==> config.mk <==
export PLATFORM = sky130hd
export DESIGN_NAME = count_seq_ctrl_flat
export DESIGN_NICKNAME = d
export VERILOG_FILES = /design/src/rtl/count_seq_ctrl_pkg.sv /design/src/rtl/count_seq_ctrl_if.sv /design/src/rtl/count_seq_ctrl_counter.sv /design/src/rtl/count_seq_ctrl.sv /design/src/flat_wrapper.sv
export SDC_FILE = /design/constraint.sdc
export NUM_CORES = 1
export LEC_CHECK = 0
export CAP_MARGIN = 5
export CORE_MARGIN = 4
export CORE_UTILIZATION = 54
export DETAILED_ROUTE_END_ITERATION = 7
export PLACE_DENSITY = 0.8
export REMOVE_ABC_BUFFERS = 1
export SLEW_MARGIN = 40
export SYNTH_ARGS = -nofsm -noshare
export SYNTH_HDL_FRONTEND = slang
export SYNTH_HIERARCHICAL = 1
export SYNTH_SLANG_ARGS = --single-unit
==> constraint.sdc <==
create_clock -name clk -period 4.34 [get_ports clk]
set_clock_uncertainty 0.05 [all_clocks]
set_input_delay 0.651 -clock clk [delete_from_list [all_inputs] [get_ports clk]]
set_output_delay 0.651 -clock clk [all_outputs]
set_load 0.02 [all_outputs]
==> src/rtl/count_seq_ctrl_pkg.sv <==
`default_nettype none
// ============================================================================
//  Module      : count_seq_ctrl_pkg
//  Description : Shared definitions for the count sequence controller:
//                state encoding, default counter width and the helper
//                that turns a 4-bit pass request into a pass target.
//  Revision    : 1.0 - initial release
// ============================================================================
package count_seq_ctrl_pkg;

    localparam int c_DEFAULT_WIDTH = 4;

    typedef enum logic [1:0] {
        IDLE = 2'd0,
        RUN  = 2'd1,
        DONE = 2'd2
    } state_t;

    // A pass request of 0 means a full 16 passes, so the target needs 5 bits.
    function automatic logic [4:0] f_pass_target(input logic [3:0] passes);
        return (passes == 4'd0) ? 5'd16 : {1'b0, passes};
    endfunction

endpackage
`default_nettype wire

==> src/rtl/count_seq_ctrl_if.sv <==
`default_nettype none
// ============================================================================
//  Module      : count_seq_ctrl_if
//  Description : Control/status bundle of the count sequence controller.
//                master : drives config and commands, observes status.
//                slave  : the controller side.
//  Ports       : start, up_first, bounce, lo, hi, passes, hold, abort
//                (master -> slave); count, dir, pass_idx, busy, done, err
//                (slave -> master).
//  Revision    : 1.0 - initial release
// ============================================================================
interface count_seq_ctrl_if
    import count_seq_ctrl_pkg::*;
#(
    parameter int WIDTH = c_DEFAULT_WIDTH
);
    logic             start;
    logic             up_first;
    logic             bounce;
    logic [WIDTH-1:0] lo;
    logic [WIDTH-1:0] hi;
    logic [3:0]       passes;
    logic             hold;
    logic             abort;
    logic [WIDTH-1:0] count;
    logic             dir;
    logic [3:0]       pass_idx;
    logic             busy;
    logic             done;
    logic             err;

    modport master (
        output start, up_first, bounce, lo, hi, passes, hold, abort,
        input  count, dir, pass_idx, busy, done, err
    );

    modport slave (
        input  start, up_first, bounce, lo, hi, passes, hold, abort,
        output count, dir, pass_idx, busy, done, err
    );

endinterface
`default_nettype wire

==> src/rtl/count_seq_ctrl_counter.sv <==
`default_nettype none
// ============================================================================
//  Module      : bounded_updown_counter
//  Description : Loadable up/down counter. Load has priority over enable.
//                It never decides on bounds itself; the controller only
//                enables a step when the count is strictly inside the bound
//                being approached, so the count cannot wrap.
//  Ports       : clk, reset (async, active-high), load, load_val, en, up,
//                count (registered)
//  Revision    : 1.0 - initial release
// ============================================================================
module bounded_updown_counter
    import count_seq_ctrl_pkg::*;
#(
    parameter int WIDTH = c_DEFAULT_WIDTH
) (
    input  wire logic             clk,
    input  wire logic             reset,
    input  wire logic             load,
    input  wire logic [WIDTH-1:0] load_val,
    input  wire logic             en,
    input  wire logic             up,
    output logic      [WIDTH-1:0] count
);

    logic [WIDTH-1:0] r_count;

    always_ff @(posedge clk or posedge reset) begin
        if (reset) begin
            r_count <= '0;
        end else if (load) begin
            r_count <= load_val;
        end else if (en) begin
            r_count <= up ? (r_count + 1'b1) : (r_count - 1'b1);
        end
    end

    assign count = r_count;

endmodule
`default_nettype wire

==> src/rtl/count_seq_ctrl.sv <==
`default_nettype none
// ============================================================================
//  Module      : count_seq_ctrl
//  Description : Sweeps a counter between latched bounds lo..hi for a
//                programmable number of passes, either reloading the start
//                bound or bouncing at each pass end. Supports hold, abort
//                and rejects starts with lo > hi via a one-cycle err pulse.
//  Ports       : clk, reset (async, active-high), bus (count_seq_ctrl_if
//                slave: start/up_first/bounce/lo/hi/passes/hold/abort in,
//                count/dir/pass_idx/busy/done/err out)
//  Revision    : 1.0 - initial release
// ============================================================================
module count_seq_ctrl
    import count_seq_ctrl_pkg::*;
#(
    parameter int WIDTH = c_DEFAULT_WIDTH
) (
    input  wire logic        clk,
    input  wire logic        reset,
    count_seq_ctrl_if.slave  bus
);

    // Latched run configuration
    logic [WIDTH-1:0] r_lo;
    logic [WIDTH-1:0] r_hi;
    logic             r_up_first;
    logic             r_bounce;
    logic [4:0]       r_target;

    // Control state
    state_t           r_state;
    logic             r_dir;
    logic [4:0]       r_pass;
    logic             r_err;

    // Next-state / datapath controls
    state_t           w_state_nxt;
    logic             w_dir_nxt;
    logic [4:0]       w_pass_nxt;
    logic             w_err_nxt;
    logic             w_accept;
    logic             w_load;
    logic [WIDTH-1:0] w_load_val;
    logic             w_en;
    logic             w_up;
    logic [WIDTH-1:0] w_count;
    logic [WIDTH-1:0] w_end_bound;
    logic [4:0]       w_pass_inc;

    assign w_end_bound = r_dir ? r_hi : r_lo;
    assign w_pass_inc  = r_pass + 5'd1;

    always_ff @(posedge clk or posedge reset) begin
        if (reset) begin
            r_state <= IDLE;
            r_dir   <= 1'b1;
            r_pass  <= 5'd0;
            r_err   <= 1'b0;
        end else begin
            r_state <= w_state_nxt;
            r_dir   <= w_dir_nxt;
            r_pass  <= w_pass_nxt;
            r_err   <= w_err_nxt;
        end
    end

    always_ff @(posedge clk or posedge reset) begin
        if (reset) begin
            r_lo       <= '0;
            r_hi       <= '0;
            r_up_first <= 1'b1;
            r_bounce   <= 1'b0;
            r_target   <= 5'd16;
        end else if (w_accept) begin
            r_lo       <= bus.lo;
            r_hi       <= bus.hi;
            r_up_first <= bus.up_first;
            r_bounce   <= bus.bounce;
            r_target   <= f_pass_target(bus.passes);
        end
    end

    always_comb begin
        w_state_nxt = r_state;
        w_dir_nxt   = r_dir;
        w_pass_nxt  = r_pass;
        w_err_nxt   = 1'b0;
        w_accept    = 1'b0;
        w_load      = 1'b0;
        w_load_val  = r_lo;
        w_en        = 1'b0;
        w_up        = r_dir;

        if (bus.abort) begin
            // Abort wins over everything; count simply stays where it is.
            w_state_nxt = IDLE;
        end else begin
            case (r_state)
                IDLE: begin
                    if (bus.start) begin
                        if (bus.lo <= bus.hi) begin
                            w_accept    = 1'b1;
                            w_state_nxt = RUN;
                            w_load      = 1'b1;
                            w_load_val  = bus.up_first ? bus.lo : bus.hi;
                            w_dir_nxt   = bus.up_first;
                            w_pass_nxt  = 5'd0;
                        end else begin
                            w_err_nxt = 1'b1;
                        end
                    end
                end
                RUN: begin
                    if (!bus.hold) begin
                        if (w_count != w_end_bound) begin
                            w_en = 1'b1;
                        end else begin
                            w_pass_nxt = w_pass_inc;
                            if (w_pass_inc == r_target) begin
                                w_state_nxt = DONE;
                            end else if (r_bounce) begin
                                // Turn around and take the first step of the
                                // new pass now so the bound is not repeated.
                                // With lo == hi there is nowhere to step.
                                w_dir_nxt = ~r_dir;
                                w_up      = ~r_dir;
                                w_en      = (r_lo != r_hi);
                            end else begin
                                w_load     = 1'b1;
                                w_load_val = r_up_first ? r_lo : r_hi;
                            end
                        end
                    end
                end
                DONE: begin
                    w_state_nxt = IDLE;
                end
                default: begin
                    w_state_nxt = IDLE;
                end
            endcase
        end
    end

    bounded_updown_counter #(
        .WIDTH    (WIDTH)
    ) u_counter (
        .clk      (clk),
        .reset    (reset),
        .load     (w_load),
        .load_val (w_load_val),
        .en       (w_en),
        .up       (w_up),
        .count    (w_count)
    );

    assign bus.count    = w_count;
    assign bus.dir      = r_dir;
    // After 16 passes the 4-bit index reads 0; the 5-bit counter keeps the
    // full value for the completion compare.
    assign bus.pass_idx = r_pass[3:0];
    assign bus.busy     = (r_state == RUN);
    assign bus.done     = (r_state == DONE);
    assign bus.err      = r_err;

endmodule
`default_nettype wire

==> src/flat_wrapper.sv <==
// flat-port wrapper written by rule: the top's interface ports become plain ports
module count_seq_ctrl_flat import count_seq_ctrl_pkg::*;
#(
    parameter int WIDTH = c_DEFAULT_WIDTH
)
  (clk, reset, bus_start, bus_up_first, bus_bounce, bus_lo, bus_hi, bus_passes, bus_hold, bus_abort, bus_count, bus_dir, bus_pass_idx, bus_busy, bus_done, bus_err);
  count_seq_ctrl_if #(.WIDTH(WIDTH)) bus_i ();
  input  wire logic clk;
  input  wire logic reset;
  input wire logic [$bits(bus_i.start)-1:0] bus_start;
  input wire logic [$bits(bus_i.up_first)-1:0] bus_up_first;
  input wire logic [$bits(bus_i.bounce)-1:0] bus_bounce;
  input wire logic [$bits(bus_i.lo)-1:0] bus_lo;
  input wire logic [$bits(bus_i.hi)-1:0] bus_hi;
  input wire logic [$bits(bus_i.passes)-1:0] bus_passes;
  input wire logic [$bits(bus_i.hold)-1:0] bus_hold;
  input wire logic [$bits(bus_i.abort)-1:0] bus_abort;
  output wire logic [$bits(bus_i.count)-1:0] bus_count;
  output wire logic [$bits(bus_i.dir)-1:0] bus_dir;
  output wire logic [$bits(bus_i.pass_idx)-1:0] bus_pass_idx;
  output wire logic [$bits(bus_i.busy)-1:0] bus_busy;
  output wire logic [$bits(bus_i.done)-1:0] bus_done;
  output wire logic [$bits(bus_i.err)-1:0] bus_err;
  assign bus_i.start = bus_start;
  assign bus_i.up_first = bus_up_first;
  assign bus_i.bounce = bus_bounce;
  assign bus_i.lo = bus_lo;
  assign bus_i.hi = bus_hi;
  assign bus_i.passes = bus_passes;
  assign bus_i.hold = bus_hold;
  assign bus_i.abort = bus_abort;
  assign bus_count = bus_i.count;
  assign bus_dir = bus_i.dir;
  assign bus_pass_idx = bus_i.pass_idx;
  assign bus_busy = bus_i.busy;
  assign bus_done = bus_i.done;
  assign bus_err = bus_i.err;
  count_seq_ctrl #(.WIDTH(WIDTH)) u_core (.clk(clk), .reset(reset), .bus(bus_i));
endmodule
# After elaboration in Yosys (flattened, before gate mapping)
# Cells that the tools add are included.
# classes
n_eq_ne	14
n_addsub	3
n_lt_le_gt_ge	1
bitwise	2
mux	56
reduce_logical	7
# ops
op	count
$mux W4	13
$mux W1	27
$mux W5	5
$mux W2	6
$pmux W5 S2	1
$ne A3 B3 Y1 const B	3
$ne A4 B4 Y1	2
$pmux W4 S2	1
$ne A2 B2 Y1 const B	3
$ne A3 B2 Y1 const B	2
$reduce_and A6 Y1	1
$add A5 B1 Y5 const B	1
$eq A5 B5 Y1	1
$reduce_and A5 Y1	1
$add A4 B1 Y4 const B	1
$le A4 B4 Y1	1
$logic_not A4 Y1	1
$pmux W1 S2	2
$pmux W2 S2	1
$reduce_and A4 Y1	1
$reduce_bool A2 Y1	2
$sub A4 B1 Y4 const B	1
$eq A2 B1 Y1 const B	1
$eq A2 B2 Y1 const B	1
3 further kinds	4
# word_totals
in_bits	19
ff_bits	28
word_cells	93
output_inout_bits	12

# Logic depth before layout (Yosys ltp)
# depth
depth_word	10
ltp_mapped	12
depth_no_buf	12

# Hierarchy
# The synthesis kept the hierarchy.
# modules_own_cells
mod	seq_area_each_um2	cells_each	area_per_inst_um2	instances
count_seq_ctrl	604.3	190	1634.1	1
bounded_updown_counter	100.1	32	330.3	1

# Worst setup path before layout
# No wires, ideal clock.
# synth_timing
path_type	register -> register
start	register u_core.r_pass[0]
end	register u_core.u_counter.r_count[2], in the netlist u_core/u_counter/count[2]
n_path_buf	0
path_slack_ns	1.332
path_stages_with_launch	13
setup_time_ns	0.126
required_time_ns	4.164
arrival_ns	2.832
period_less_slack_ns	3.008
path_cell_list	dfrtp_1 > ha_1 > nor3b_1 > o21a_1 > o311ai_4 > nor3b_2 > nand4_1 > nand2b_1 > inv_1 > fa_1 > xor2_1 > mux2i_1 > o21ai_0
# synth_between
elab_chain_len	10
elab_cells_between_ends	26
classes_between	1 x add/sub; 1 x eq/ne; 23 x mux; 1 x reduce/logical
# synth_lines
element	line_no	rtl
from (decl)	count_seq_ctrl.sv:33	logic [4:0] r_pass;
from (signal assigned)	count_seq_ctrl.sv:62	r_pass <= w_pass_nxt;
$add A5 B1 Y5	count_seq_ctrl.sv:51	assign w_pass_inc = r_pass + 5'd1;
$eq A5 B5 Y1	count_seq_ctrl.sv:119	if (w_pass_inc == r_target) begin
$mux W1	-	
$mux W1	count_seq_ctrl.sv:115	if (w_count != w_end_bound) begin
$mux W1	count_seq_ctrl.sv:114	if (!bus.hold) begin
$mux W1	count_seq_ctrl.sv:98	case (r_state)
$mux W1	count_seq_ctrl.sv:94	if (bus.abort) begin
via u_core.w_up	count_seq_ctrl.sv:45	logic w_up;
$mux W4	count_seq_ctrl_counter.sv:34	r_count <= up ? (r_count + 1'b1) : (r_count - 1'b1);
$mux W4	count_seq_ctrl_counter.sv:33	end else if (en) begin
$mux W4	count_seq_ctrl_counter.sv:31	end else if (load) begin
to (signal assigned)	count_seq_ctrl_counter.sv:32	r_count <= load_val;
to (signal assigned)	count_seq_ctrl_counter.sv:34	
to (decl)	count_seq_ctrl_counter.sv:26	logic [WIDTH-1:0] r_count;
# The timed path passes the listed nets, and every way through them passes these cells. The select of a mux whose other input is x is not followed.
# A chain may end at the register's enable or synchronous reset.

# Worst setup path after layout
# Same ends and word-level chain as after synthesis.

==> summary.md <==
| Metric | Value |
|---|---|
| Std cell rows | `21` |
| Gate Count Post-Synth | `222` |
| Total half-perimeter wirelength after legalization and detailed placement | `3.30 mm` |
| Global-route wire length before repair | `7.38 mm` |
| Global route overflow | `0` |
| Post-synth top area cell | `sky130_fd_sc_hd__dfrtp_1` |
| Total length of routed wires | `4.39 mm` |
| Total Nets Final | `274` |
| CP Depth | `12` |
| H-tree Lvls | `1` |
| Synth cell count leaders | `sky130_fd_sc_hd__nand2_1, sky130_fd_sc_hd__dfrtp_1, sky130_fd_sc_hd__o21ai_0` |
| M1 GR Usage | `30.6%` |
| # resized after CTS | `0` |
| Layout cells sized above 1 | `8.13%` |
| Crit path arrival time | `3560 ps` |
| Worst rel slew slack | `53.2%` |
| Max-capacitance violation count | `0` |
| Final-report max-slew violation count | `0` |
| Clock latency of the later-clocked register in the worst-skew pair | `330 ps` |
| DRC Markers | `0` |
| Area of placed instances | `2260 um2` |
| Beginning of the critical path | `u_core/r_pass[0]$_DFFE_PP0P_` |
| Worst Path Class, Setup | `reg2reg` |
| Via count of the first global-routing pass | `1592` |
| First drt pass iteration count | `4` |
| Sequence of cells on the critical path | `ha_1 -> nor3b_1 -> o21a_1 -> o311ai_4 -> nor3b_2 -> nand4_1 -> nand2b_1 -> inv_1 -> fa_1 -> xor2_1 -> mux2i_1 -> o21ai_0` |
| Fill cell total of the finished layout | `289` |
| Worst Reg2Reg Path Length in Cells | `12` |
| Startpoint of the worst register-to-register path | `u_core/r_pass[0]$_DFFE_PP0P_` |
| Final TNS setup | `0 ps` |
| Endpoint of the worst register-to-register path | `u_core/u_counter/count[2]$_DFFE_PP0P_` |
| Per-cell via count in the routed design | `5.75` |
| # diodes | `0` |
| Starting density of the core | `57.5%` |
| Crit-path max cell delay | `470 ps` |
| Endpoint class of the critical path | `register` |
| Met3 GRT Util | `3.12%` |
| Tightest Hold Check Type | `reg2reg` |
| Clk sink count | `28` |
| Async set-or-reset flop fraction in the synthesized netlist | `100%` |
| Post-layout power | `0.00116 W` |
| Average wire per cell in the routed design | `15.0 um` |
| Top delay family on crit path | `simple AND/OR/NAND/NOR gates` |
| Pin count of the biggest net entering global routing | `25` |
| Peak ir drop on the vdd network | `316 uV` |
| Total Routing Usage GR | `21.2%` |
| TritonCTS Buffers | `3` |
| Deepest clock path buffer count | `2` |
| Number of warnings issued by yosys | `6` |
| Portion of the post-synthesis area used by sequential elements | `35.9%` |
| Worst hold slack after final layout | `437 ps` |
| Detail Route Antenna Nets | `0` |
| Dominant cells by area after synthesis | `sky130_fd_sc_hd__dfrtp_1, sky130_fd_sc_hd__nand2_1, sky130_fd_sc_hd__mux2i_1` |
| Hold-fix buffer count after cts | `0` |
| Most used routing layer in global routing | `met2` |
| DIE AREA | `4670 um2` |
| Most instantiated library cell after synthesis | `sky130_fd_sc_hd__nand2_1` |
| Routability-driven placement congestion ratio | `0.828` |
| Post-synth EDFFs | `0` |
| RSZ-0062 raised after global routing | `no` |
| Clock tree from TritonCTS | `done` |
| M2 GR Usage | `32.7%` |
| Synthesized area divided by synthesized cell count | `8.85 um2` |
| Layout-stage area growth over the synthesis result | `17.8%` |
| Die Span Y | `68.3 um` |
| Vias | `1680` |
| Startpoint type of the worst setup path | `register` |
| DRC violation total after the first TritonRoute iteration | `125` |
| Final clock period utilization by the worst path | `77.9%` |
| Synth Flop Type | `sky130_fd_sc_hd__dfrtp_1` |
| Netlist Area Pre-Place | `1960 um2` |
| Yosys top cell area share | `31.8%` |
| Number of hold violations in the final report | `0` |
| Synth Register Bits | `28` |
| Crit path max fanout | `7` |
| Internal reg-to-reg setup slack | `960 ps` |
| Number of failing setup endpoints in the final timing report | `0` |
| Clock edge transition at the registers on the reported setup and hold paths | `160 ps` |
| CTS Root Cell | `sky130_fd_sc_hd__clkbuf_4` |
| Cell area after layout | `2310 um2` |
| Count of distinct cell types in the synthesized netlist | `52` |
| Setup fix buffers added after clock tree synthesis | `0` |
| Io pins | `31` |
| WP data required | `4520 ps` |
| Power Density | `500 nW/um2` |
| Master of the slowest instance on the critical path | `sky130_fd_sc_hd__dfrtp_1` |
| IO Port Bufs | `30` |
| Outcome | `complete, no violations` |
| Tmin final | `3380 ps` |
| Width of the die | `68.3 um` |
| Peak clock frequency supported by timing | `296 MHz` |
| Crit path capture | `u_core/u_counter/count[2]$_DFFE_PP0P_` |
| Core occupancy in the finished layout | `67.8%` |
| Antenna violations before repair | `0` |
| Leakage Power | `0.989 nW` |
| Worst Path Buf+Inv | `1` |
| Area of the core | `3420 um2` |
| Transition time of the tightest slew-check pin | `700 ps` |
-- power by group --
group	leakage [nW]	switching, W	total (W)	internal [W]
Clock	0.0279	0.0000789	0.000172	0.0000935
Combinational	0.611	0.000277	0.000538	0.000262
Sequential	0.350	0.000110	0.000448	0.000337
-- cell type report --
| class | instances | area (um2) | share of cell area [%] |
|---|---|---|---|
| well taps | 46 | 57.6 | 2.49 |
| flip-flops and latches | 28 | 704 | 30.4 |
| inverters | 10 | 37.5 | 1.62 |
| repair buffers | 31 | 308 | 13.3 |
| multi-input cells | 173 | 1150 | 49.9 |
| clock inverters | 1 | 30.0 | 1.30 |
| clock buffers | 3 | 22.5 | 0.973 |
-- through the flow --
step           setup WS [ps]  instances
4_1_cts                  951        292
3_5_place_dp             976        288
6_report                 960        292
3_3_place_gp            1050        288
2_1_floorplan           1190        211
5_1_grt                  681        292
-- cell families after synthesis --
logic type	share of synthesized area [%]
AO/OA/AOI/OAI	15.3
XOR/XNOR	6.69
adder cells (fa/ha/maj)	5.48
buffers and inverters	5.60
flip-flops	35.9
multiplexers	4.59
AND/OR/NAND/NOR	26.5
-- layout by cell type (no fill, tap or decap), types with 4 or more instances in the layout --
cell                              instances
sky130_fd_sc_hd__nand3_1                  6
sky130_fd_sc_hd__nand2_1                 47
sky130_fd_sc_hd__a21oi_1                  5
sky130_fd_sc_hd__xnor2_1                 10
sky130_fd_sc_hd__clkdlybuf4s50_1         30
sky130_fd_sc_hd__nor2_1                  10
sky130_fd_sc_hd__nor2b_1                  4
sky130_fd_sc_hd__inv_1                    9
sky130_fd_sc_hd__nor3_1                   4
sky130_fd_sc_hd__o21ai_0                 17
sky130_fd_sc_hd__ha_1                     7
sky130_fd_sc_hd__xor2_1                   5
sky130_fd_sc_hd__mux2i_1                  9
sky130_fd_sc_hd__nand4_1                  4
sky130_fd_sc_hd__dfrtp_1                 25
-- worst reg2reg max path: stages (launching register included) --
cell and delay (ps):
sky130_fd_sc_hd__dfrtp_1 470, sky130_fd_sc_hd__ha_1 320, sky130_fd_sc_hd__nor3b_1 170, sky130_fd_sc_hd__o21a_1 210
sky130_fd_sc_hd__o311ai_4 400, sky130_fd_sc_hd__nor3b_2 320, sky130_fd_sc_hd__nand4_1 160, sky130_fd_sc_hd__nand2b_1 230
sky130_fd_sc_hd__inv_1 140, sky130_fd_sc_hd__fa_1 440, sky130_fd_sc_hd__xor2_1 150, sky130_fd_sc_hd__mux2i_1 130
sky130_fd_sc_hd__o21ai_0 90
-- layer usage --
metal  vias up  share of wire, %
met4         0               1.5
met3         6               4.8
li1        830                 -
met5         -                 0
met1       793                47
met2        51                47
-- how the worst min path moves through the flow --
stage / start / end / slack, ps / cells past startpoint
after global routing: u_core/r_up_first$_DFFE_PP1P_ / u_core/r_up_first$_DFFE_PP1P_ / 470 / 2
after global placement: u_core/r_up_first$_DFFE_PP1P_ / u_core/r_up_first$_DFFE_PP1P_ / 400 / 2
after floorplan: reset / u_core/u_counter/count[0]$_DFFE_PP0P_ / 370 / 1
after CTS: u_core/r_up_first$_DFFE_PP1P_ / u_core/r_up_first$_DFFE_PP1P_ / 430 / 2
final: u_core/r_up_first$_DFFE_PP1P_ / u_core/r_up_first$_DFFE_PP1P_ / 440 / 2
after detailed placement: u_core/r_up_first$_DFFE_PP1P_ / u_core/r_up_first$_DFFE_PP1P_ / 410 / 2
-- sequential cells by signal (all words and copies together) (netlist names) --
name and flops:
u_core/r_bounce 1, u_core/r_up_first 1, u_core/bus.err 1, u_core/r_hi 4
u_core/u_counter/count 4, u_core/r_lo 4, u_core/bus.dir 1, u_core/r_target 5
u_core/r_pass 5, u_core/r_state 2
No activity file was read; power rests on OpenSTA's default activity.
